## src/rtl/cla_pkg.sv

```systemverilog
// Shared helpers for the pipelined carry-lookahead adder.
// Elaboration-time arithmetic for group and stage partitioning.
// The per-stage payload struct is declared inside cla_pipe_adder because its
// field widths follow the WIDTH parameter of each instance.
// Optional feature macro used by the design: CLA_SUB_EN.

package cla_pkg;

    // Ceiling log2, usable in constant expressions (returns 0 for values <= 1).
    function automatic int clog2(input int value);
        int r;
        r = 0;
        for (int v = value - 1; v > 0; v = v >> 1) begin
            r++;
        end
        return r;
    endfunction

    // Number of GROUP-bit lookahead groups covering a WIDTH-bit operand.
    function automatic int ngroups(input int width, input int group);
        return width / group;
    endfunction

    // Groups resolved by each pipeline stage.
    function automatic int gps(input int width, input int group, input int stages);
        return (width / group) / stages;
    endfunction

endpackage

```

## src/rtl/cla_pipe_adder_group.sv

```systemverilog
// cla_group: combinational GROUP-bit carry-lookahead block.
// Produces the group sum for a given carry-in plus the group generate and
// propagate terms, so the caller can chain groups with a second lookahead
// level. No configuration macros affect this file.

module cla_group #(
    parameter int GROUP = 4
) (
    input  logic [GROUP-1:0] a,
    input  logic [GROUP-1:0] b,
    input  logic             c_in,
    output logic [GROUP-1:0] s,
    output logic             g,
    output logic             p,
    output logic             c_out
);

    logic [GROUP-1:0] gi;
    logic [GROUP-1:0] pi;
    logic [GROUP-1:0] c;

    assign gi = a & b;
    assign pi = a ^ b;

    // Carry into every bit as a flat sum of products over the lower bits.
    always_comb begin : bit_carries
        logic acc;
        logic pp;
        // NOTE: every variable gets a default before any conditional or loop
        // assignment so no path can leave it unassigned and infer a latch.
        acc  = 1'b0;
        pp   = 1'b0;
        c    = '0;
        c[0] = c_in;
        for (int i = 1; i < GROUP; i++) begin
            acc = gi[i-1];
            pp  = pi[i-1];
            for (int j = i - 2; j >= 0; j--) begin
                acc = acc | (pp & gi[j]);
                pp  = pp & pi[j];
            end
            c[i] = acc | (pp & c_in);
        end
    end

    // Group generate: some bit generates and every higher bit propagates it.
    always_comb begin : group_generate
        logic acc;
        logic pp;
        acc = gi[GROUP-1];
        pp  = pi[GROUP-1];
        for (int j = GROUP - 2; j >= 0; j--) begin
            acc = acc | (pp & gi[j]);
            pp  = pp & pi[j];
        end
        g = acc;
    end

    assign p     = &pi;
    assign s     = pi ^ c;
    assign c_out = g | (p & c_in);

endmodule

```

## src/rtl/cla_pipe_adder.sv

```systemverilog
// cla_pipe_adder: parametrised pipelined carry-lookahead adder with
// valid/ready handshakes on both sides.
// Stage k resolves lookahead groups k*GPS .. (k+1)*GPS-1; completed sum bits,
// the running carry and the still-unused operand bits ride in the stage
// registers. Latency is STAGES cycles; bubbles collapse under backpressure.
// Optional feature: define CLA_SUB_EN to add a 'sub' input that selects
// a - b (cin ignored, cout = no borrow); 'sub' travels with its operands.

module cla_pipe_adder
    import cla_pkg::*;
#(
    parameter int WIDTH  = 16,
    parameter int GROUP  = 4,
    parameter int STAGES = 2
) (
    input  logic             clk,
    input  logic             reset,
    input  logic             in_valid,
    output logic             in_ready,
    input  logic [WIDTH-1:0] a,
    input  logic [WIDTH-1:0] b,
    input  logic             cin,
`ifdef CLA_SUB_EN
    input  logic             sub,
`endif
    output logic             out_valid,
    input  logic             out_ready,
    output logic [WIDTH-1:0] sum,
    output logic             cout
);

    localparam int NG    = ngroups(WIDTH, GROUP);
    localparam int GPS_N = gps(WIDTH, GROUP, STAGES);

    // Everything one in-flight addition needs between stages.
    typedef struct packed {
        logic [WIDTH-1:0] a;
        logic [WIDTH-1:0] b;
        logic [WIDTH-1:0] sum;
        logic             carry;
`ifdef CLA_SUB_EN
        logic             sub;
`endif
    } payload_t;

    payload_t         stage_q  [STAGES];
    payload_t         stage_d  [STAGES];
    payload_t         stage_in [STAGES];
    logic             valid_q  [STAGES];
    logic             valid_d  [STAGES];
    logic             in_vld   [STAGES];
    logic             load     [STAGES];

    logic             grp_cin  [NG];
    logic [GROUP-1:0] grp_s    [NG];
    logic             grp_g    [NG];
    logic             grp_p    [NG];
    logic             grp_co   [NG];

    // Operand source of each stage: the ports for stage 0, the previous register otherwise.
    always_comb begin : stage_sources
        stage_in[0].a     = a;
        stage_in[0].b     = b;
        stage_in[0].sum   = '0;
`ifdef CLA_SUB_EN
        stage_in[0].sub   = sub;
        stage_in[0].carry = sub ? 1'b1 : cin;
`else
        stage_in[0].carry = cin;
`endif
        in_vld[0] = in_valid;
        for (int k = 1; k < STAGES; k++) begin
            stage_in[k] = stage_q[k-1];
            in_vld[k]   = valid_q[k-1];
        end
    end

    // One lookahead block per group, fed from the stage that owns it.
    for (genvar gi = 0; gi < NG; gi++) begin : g_grp
        localparam int K = gi / GPS_N;
        logic [GROUP-1:0] b_raw;
        logic [GROUP-1:0] b_eff;

        assign b_raw = stage_in[K].b[gi*GROUP +: GROUP];
`ifdef CLA_SUB_EN
        assign b_eff = stage_in[K].sub ? ~b_raw : b_raw;
`else
        assign b_eff = b_raw;
`endif

        cla_group #(
            .GROUP (GROUP)
        ) u_grp (
            .a     (stage_in[K].a[gi*GROUP +: GROUP]),
            .b     (b_eff),
            .c_in  (grp_cin[gi]),
            .s     (grp_s[gi]),
            .g     (grp_g[gi]),
            .p     (grp_p[gi]),
            .c_out (grp_co[gi])
        );
    end

    // Second-level lookahead: carry into each group of a stage from group G/P terms.
    always_comb begin : group_carries
        logic c;
        c = 1'b0;
        for (int n = 0; n < NG; n++) begin
            grp_cin[n] = 1'b0;
        end
        for (int k = 0; k < STAGES; k++) begin
            c = stage_in[k].carry;
            for (int j = 0; j < GPS_N; j++) begin
                grp_cin[k*GPS_N + j] = c;
                c = grp_g[k*GPS_N + j] | (grp_p[k*GPS_N + j] & c);
            end
        end
    end

    // Load enables ripple back from the consumer: a stage loads when it is empty
    // or its occupant moves on this cycle.
    always_comb begin : load_chain
        logic nxt;
        nxt              = !valid_q[STAGES-1] || out_ready;
        load[STAGES-1]   = nxt;
        for (int k = STAGES - 2; k >= 0; k--) begin
            nxt     = !valid_q[k] || nxt;
            load[k] = nxt;
        end
    end

    // Next stage contents: merge this stage's resolved groups into the payload.
    always_comb begin : stage_next
        payload_t res;
        res = '0;
        for (int k = 0; k < STAGES; k++) begin
            res = stage_in[k];
            for (int j = 0; j < GPS_N; j++) begin
                res.sum[(k*GPS_N + j)*GROUP +: GROUP] = grp_s[k*GPS_N + j];
            end
            res.carry = grp_co[(k+1)*GPS_N - 1];
            // Data registers only move when real data arrives, so sum/cout stay
            // put until the last stage takes a new result.
            stage_d[k] = (load[k] && in_vld[k]) ? res : stage_q[k];
            valid_d[k] = load[k] ? in_vld[k] : valid_q[k];
        end
    end

    // Stage registers; reset empties the pipe and discards in-flight results.
    always_ff @(posedge clk or posedge reset) begin
        if (reset) begin
            // NOTE: the stage registers are flops, not a memory array, so they
            // are cleared too; that makes sum/cout read 0 straight out of reset.
            for (int k = 0; k < STAGES; k++) begin
                valid_q[k] <= 1'b0;
                stage_q[k] <= '0;
            end
        end else begin
            // NOTE: non-blocking assignments here so every stage samples the
            // pre-edge value of its predecessor, independent of statement order.
            valid_q <= valid_d;
            stage_q <= stage_d;
        end
    end

    assign in_ready  = load[0];
    assign out_valid = valid_q[STAGES-1];
    assign sum       = stage_q[STAGES-1].sum;
    assign cout      = stage_q[STAGES-1].carry;

endmodule
```

## config.mk

```make
export PLATFORM = sky130hd
export DESIGN_NAME = cla_pipe_adder
export DESIGN_NICKNAME = d
export VERILOG_FILES = /design/src/rtl/cla_pkg.sv /design/src/rtl/cla_pipe_adder_group.sv /design/src/rtl/cla_pipe_adder.sv
export SDC_FILE = /design/constraint.sdc
export NUM_CORES = 1
export LEC_CHECK = 0
export CAP_MARGIN = 10
export CORE_UTILIZATION = 55
export DETAILED_ROUTE_END_ITERATION = 8
export PLACE_DENSITY = 0.84
export SYNTH_ARGS = -nofsm -noshare
export SYNTH_HDL_FRONTEND = slang
export SYNTH_HIERARCHICAL = 1
export SYNTH_SLANG_ARGS = --single-unit
export TNS_END_PERCENT = 10
```

## constraint.sdc

```tcl
create_clock -name clk -period 6 [get_ports clk]
set_clock_uncertainty 0.1 [all_clocks]
set_input_delay 1.2 -clock clk [delete_from_list [all_inputs] [get_ports clk]]
set_output_delay 1.2 -clock clk [all_outputs]
set_load 0.01 [all_outputs]
```

==> flow_metrics.env, run 1 <==
export IMPL_syn_inst=178
export IMPL_period_minus_slack_ps=3720
export IMPL_critPathLaunchType="input port"
export IMPL_status="completed"
export IMPL_core_area_um2=4380
export IMPL_vdd_drop_max_mv=0.146
export IMPL_rsz0062_at_grt="no"
export IMPL_r2r_setup_slack_ps=3630
export IMPL_placedCellCount=283
export IMPL_dieArea_um2=4850
export IMPL_r2r_end="sum[13]$_DFFE_PP0P_"
export IMPL_via_per_inst=5.29
export IMPL_nets=295
export IMPL_wire_per_inst_um=15.0
export IMPL_wl_mm=4.35
export IMPL_netlist_area_um2=2520
export IMPL_drtIter0Drc=54
export IMPL_hold_depth=1
export IMPL_track_usage_pct=20.5
export IMPL_io_pins=56
export IMPL_vias=1540
export IMPL_cap_viol_max_count=0
export IMPL_ys_warn_count=6
export IMPL_path_clk_slew_ps=80
export IMPL_min_to="sum[12]$_DFFE_PP0P_"
export IMPL_cpMaxStageDelayCell="clkdlybuf4s50_1"
export IMPL_power_density_nw_per_um2=354
export IMPL_hold_path_class="reg2reg"
export IMPL_layout_drive_gt1_share_pct=26.8
export IMPL_max_freq_ghz=0.269
export IMPL_antenna_found_initial=0
export IMPL_clock_sinks=44
export IMPL_numCtsBuffers=5
export IMPL_drc=0
export IMPL_post_route_period_util_pct=61.9
export IMPL_tightest_slew_ps=556
export IMPL_grt_pass1_vias=1710
export IMPL_r2r_cells=9
export IMPL_place_congestion=0.724
export IMPL_slew_viol_final=0
export IMPL_area_growth_synth_to_final_pct=27.7
export IMPL_antenna_left=0
export IMPL_cts_path_max_buffers=2
export IMPL_slowest_delay_ps=560
export IMPL_min_from="sum[12]$_DFFE_PP0P_"
export IMPL_htreeDepth=2
export IMPL_crit_arrival_ps=2420
export IMPL_cts_setup_buffers=0
export IMPL_fillerInstances=301
export IMPL_grt_max_degree=45
export IMPL_relSlewSlack_pct=63.0
export IMPL_path_cells="clkdlybuf4s50_1, nand3b_4, clkdlybuf4s50_1"
export IMPL_dr_pass1_iters=4
export IMPL_hpwl_mm=3.05
export IMPL_tns_ps=0
export IMPL_grt_overflow=0
export IMPL_die_h_um=69.6
export IMPL_holdBufCountCts=0
export IMPL_r2r_start="stage_in[42]$_DFFE_PP0P_"
export IMPL_finalHoldViolCount=0
export IMPL_grt_pass1_wl_mm=7.82
export IMPL_finalSetupViolCount=0
export IMPL_cts_tree="yes"
export IMPL_critPathKind="in2out"
export IMPL_start_util_pct=57.4
export IMPL_cp_end_kind="primary output"
export IMPL_rows=24
export IMPL_instances_no_fill=291
export IMPL_ctsRootBufferMaster="clkbuf_8"
export IMPL_path_max_fanout=3
export IMPL_die_w_um=69.6
export IMPL_portBuffers=55
export IMPL_syn_nets=235
export IMPL_n_antenna_cell=0
export IMPL_power_leakage_nw=1.55
export IMPL_cp_required_ps=4700
export IMPL_syn_mean_instance_area_um2=14.1
export IMPL_cts_resized=0
export IMPL_crit_top_cell="clkdlybuf4s50_1"
export IMPL_clock_latency_ps=290
## stage by stage
step / utilization [%] / cell area [um^2] / hold slack [ps] / total power, mW / worst slack (ps)
5_1_grt: 73.3 / 3210 / 433 / 1.21 / 2260
4_1_cts: 73.3 / 3210 / 412 / 1.15 / 2280
3_5_place_dp: 70.4 / 3090 / 394 / 0.892 / 2290
2_1_floorplan: - / 2520 / 376 / 0.716 / 2950
6_report: 73.3 / 3210 / 409 / 1.14 / 2280
3_3_place_gp: 70.4 / 3090 / 385 / 0.881 / 2330
## layer usage
metal	global-route usage, %	part of all wire (%)	up-vias	wire (um)
met5	0	0	-	0
met3	5.09	5.2	7	226
li1	-	-	734	-
met4	7.78	1.7	0	76
met2	33.4	47	43	2040
met1	26.4	46	756	2010
## critical path: cells and delay by family
family / cells / cell delay [ps]
buf+inv: 2 / 1040
simple gates: 1 / 170
## state kept, by name, summed over array words and instances, names as in the netlist
name,count
stage_in,16
sum,16
g_grp.b_eff,8
cout,1
grp_cin,1
in_vld,1
out_valid,1
## cells in the final DEF (no fill, tap or decap)
| cell type | count |
|---|---|
| fa_1 | 4 |
| bufinv_16 | 1 |
| a21o_1 | 10 |
| buf_4 | 1 |
| o21ai_2 | 4 |
| nand2_8 | 1 |
| clkbuf_8 | 7 |
| nand2_4 | 1 |
| a41oi_2 | 2 |
| a21oi_2 | 2 |
| o21bai_1 | 2 |
| xor2_1 | 4 |
| nand3b_4 | 1 |
| nand2b_1 | 2 |
| a21oi_1 | 6 |
| mux2_4 | 30 |
| and4_2 | 2 |
| xnor2_1 | 8 |
| inv_1 | 20 |
| clkdlybuf4s50_1 | 55 |
| or2b_1 | 1 |
| ha_1 | 16 |
| mux2_2 | 12 |
| a41oi_1 | 2 |
| dfrtp_1 | 44 |
| clkinv_1 | 1 |
## layout make-up
cell class,instances,area [um^2],area share (%)
Clock buffer,7,96.3,3.00
Clock inverter,1,30.0,0.934
Inverter,21,78.8,2.45
Multi-Input combinational cell,110,1280,40.0
Sequential cell,44,1100,34.3
Tap cell,52,65.1,2.02
Timing Repair Buffer,56,558,17.4
## where the power goes
part,internal (mW),leakage [nW],switching [mW]
Combinational,0.283,0.971,0.170
Clock,0.147,0.0645,0.0984
Sequential,0.384,0.513,0.0542
Total,0.814,1.55,0.323
## how the worst max path moves through the flow
stage / start / slack, ps / cells past startpoint / endpoint
after floorplan: a[1] / 2950 / 9 / grp_cin[1]$_DFFE_PP0P_
after global placement: out_ready / 2330 / 3 / in_ready
after detailed placement: out_ready / 2290 / 3 / in_ready
after CTS: out_ready / 2280 / 3 / in_ready
after global routing: out_ready / 2260 / 3 / in_ready
final: out_ready / 2280 / 3 / in_ready
No activity file was read; power rests on OpenSTA's default activity.
==> run 2: changes to the inputs <==
--- a/config.mk
+++ b/config.mk
@@ -6,9 +6,9 @@
 export NUM_CORES = 1
 export LEC_CHECK = 0
 export CAP_MARGIN = 10
-export CORE_UTILIZATION = 55
+export CORE_UTILIZATION = 46
 export DETAILED_ROUTE_END_ITERATION = 8
-export PLACE_DENSITY = 0.84
+export PLACE_DENSITY = 0.74
 export SYNTH_ARGS = -nofsm -noshare
 export SYNTH_HDL_FRONTEND = slang
 export SYNTH_HIERARCHICAL = 1
==> constraint.sdc (replaced) <==
create_clock -name clk -period 3.4 [get_ports clk]
set_clock_uncertainty 0.1 [all_clocks]
set_input_delay 0.68 -clock clk [delete_from_list [all_inputs] [get_ports clk]]
set_output_delay 0.68 -clock clk [all_outputs]
set_load 0.01 [all_outputs]
==> run 2 against run 1 <==
Compared with the run above: global-route usage is 4.4 points lower; clock-buffer cell count down 1; register-to-register slack got worse by 2600 ps; hold slack got worse by 1.2 ps; sequential power increased by 76%; final cell count is 5.8% higher; wire length decreased by 8.4%; core utilization fell by 12 points; clock power up 22%; critical endpoint is now grp_cin[1]$_DFFE_PP0P_; largest cell class unchanged.
==> flow_metrics.env, run 2 (same netlist as run 1, synthesis figures left out) <==
export IMPL_status="completed"
export IMPL_antenna_left=0
export IMPL_path_max_fanout=5
export IMPL_finalHoldViolCount=0
export IMPL_post_place_ws_ps=326
export IMPL_numCtsBuffers=5
export IMPL_wl_mm=3.99
export IMPL_via_per_inst=4.88
export IMPL_switching_share_pct=29.1
export IMPL_finalSetupViolCount=0
export IMPL_die_h_um=76.0
export IMPL_dieArea_um2=5770
export IMPL_htreeDepth=2
export IMPL_clock_sinks=44
export IMPL_dr_pass1_iters=4
export IMPL_critPathKind="in2reg"
export IMPL_clock_latency_ps=290
export IMPL_r2r_setup_slack_ps=1040
export IMPL_io_pins=56
export IMPL_rows=26
export IMPL_layout_commonest_cell="clkdlybuf4s50_1"
export IMPL_drc=0
export IMPL_path_clk_slew_ps=70
export IMPL_fillerInstances=424
export IMPL_grt_pass1_wl_mm=7.33
export IMPL_nets=295
export IMPL_cts_path_max_buffers=2
export IMPL_power_density_nw_per_um2=582
export IMPL_power_clock_fraction_pct=16.2
export IMPL_r2r_start="stage_in[42]$_DFFE_PP0P_"
export IMPL_ctsRootBufferMaster="clkbuf_8"
export IMPL_layout_drive_gt1_share_pct=26.1
export IMPL_min_from="stage_in[3]$_DFFE_PP0P_"
export IMPL_grt_max_degree=26
export IMPL_track_usage_pct=16.0
export IMPL_cap_viol_max_count=0
export IMPL_cts_tree="yes"
export IMPL_cts_setup_buffers=0
export IMPL_slew_viol_final=0
export IMPL_place_congestion=0.737
export IMPL_r2r_end="sum[13]$_DFFE_PP0P_"
export IMPL_hold_depth=1
export IMPL_holdBufCountCts=0
export IMPL_period_minus_slack_ps=2760
export IMPL_vias=1503
export IMPL_p_int_mw=1.31
export IMPL_final_cell_mix="55 x clkdlybuf4s50_1, 44 x dfrtp_1, 30 x mux2_4"
export IMPL_drtIter0Drc=24
export IMPL_die_w_um=76.0
export IMPL_start_util_pct=48.6
export IMPL_vdd_drop_max_mv=0.238
export IMPL_setup_slack_ps=636
export IMPL_crit_arrival_ps=2850
export IMPL_wire_per_inst_um=12.9
export IMPL_cts_resized=0
export IMPL_area_growth_synth_to_final_pct=26.7
export IMPL_portBuffers=55
export IMPL_relSlewSlack_pct=48.0
export IMPL_critPathLaunchType="input port"
export IMPL_post_route_period_util_pct=81.3
export IMPL_seq_power_share_pct=41.6
export IMPL_grt_pass1_vias=1595
export IMPL_rsz0062_at_grt="no"
export IMPL_tightest_slew_ps=775
export IMPL_core_area_um2=5170
export IMPL_grt_overflow=0
export IMPL_power_leakage_nw=1.53
export IMPL_n_antenna_cell=0
export IMPL_p_comb_share_pct=42.2
export IMPL_cp_required_ps=3480
export IMPL_placedCellCount=301
export IMPL_instances_no_fill=308
export IMPL_tns_ps=0
export IMPL_p_sw_mw=0.540
export IMPL_antenna_found_initial=0
export IMPL_cp_end_kind="register"
export IMPL_min_to="sum[2]$_DFFE_PP0P_"
export IMPL_max_freq_ghz=0.362
export IMPL_hold_path_class="reg2reg"
export IMPL_r2r_cells=9
export IMPL_hpwl_mm=2.99
-- run 2: changes by cell type in the layout (fill, tap and decap cells not counted) --
cell       before  now
clkbuf_8        7    5
bufinv_16       1    0
clkbuf_1        0    1
clkinv_2        0    1
-- run 2: cell type report --
cell class / instances / area [um^2] / share of cell area (%)
multi-input combinational: 110 / 1280 / 40.3
sequential: 44 / 1100 / 34.5
timing repair buffer: 56 / 558 / 17.5
tap: 70 / 87.6 / 2.75
inverter: 21 / 78.8 / 2.47
clock buffer: 6 / 72.6 / 2.28
clock inverter: 1 / 5.00 / 0.157
-- run 2: worst max-delay path, cell delays in order --
cell and delay [ps]:
clkdlybuf4s50_1 400, ha_1 350, a21oi_1 230, o21bai_1 90, a21o_1 170, a21o_1 180, a41oi_1 200, o21ai_2 100
a21o_1 180, mux2_4 260
-- run 2: power by group through the flow --
stage	combinational (mW)	sequential, mW	clock (mW)
global route	0.860	0.794	0.337
CTS	0.797	0.774	0.317
global placement	0.780	0.776	0
finish	0.783	0.772	0.300
detailed placement	0.793	0.781	0
floorplan	0.456	0.808	0
-- run 2: worst max-delay path by stage --
stage                                   endpoint  startpoint  depth (start not counted)
after floorplan           grp_cin[1]$_DFFE_PP0P_        a[1]                          9
after global placement    grp_cin[1]$_DFFE_PP0P_        a[1]                         10
after detailed placement  grp_cin[1]$_DFFE_PP0P_        a[1]                         10
after CTS                 grp_cin[1]$_DFFE_PP0P_        a[1]                         10
after global routing      grp_cin[1]$_DFFE_PP0P_        a[1]                         10
final                     grp_cin[1]$_DFFE_PP0P_        a[1]                         10
-- run 2: per-stage QoR --
stage | total power, mW | util (%) | instance area [um^2] | hold WS, ps
after detailed placement | 1.57 | 60.1 | 3110 | 394
after CTS | 1.89 | 61.6 | 3190 | 412
after global placement | 1.56 | 60.1 | 3110 | 386
after global routing | 1.99 | 61.6 | 3190 | 428
final | 1.85 | 61.6 | 3190 | 407
after floorplan | 1.26 | - | 2520 | 376
-- run 2: per-layer routing --
metal  routed length (um)  GRT usage [%]  vias to the layer above
met5                    0              0                        -
met4                   68           5.77                        0
met3                  247           4.94                        6
met2                 1850           26.3                       42
met1                 1830           20.0                      716
li1                     -              -                      739
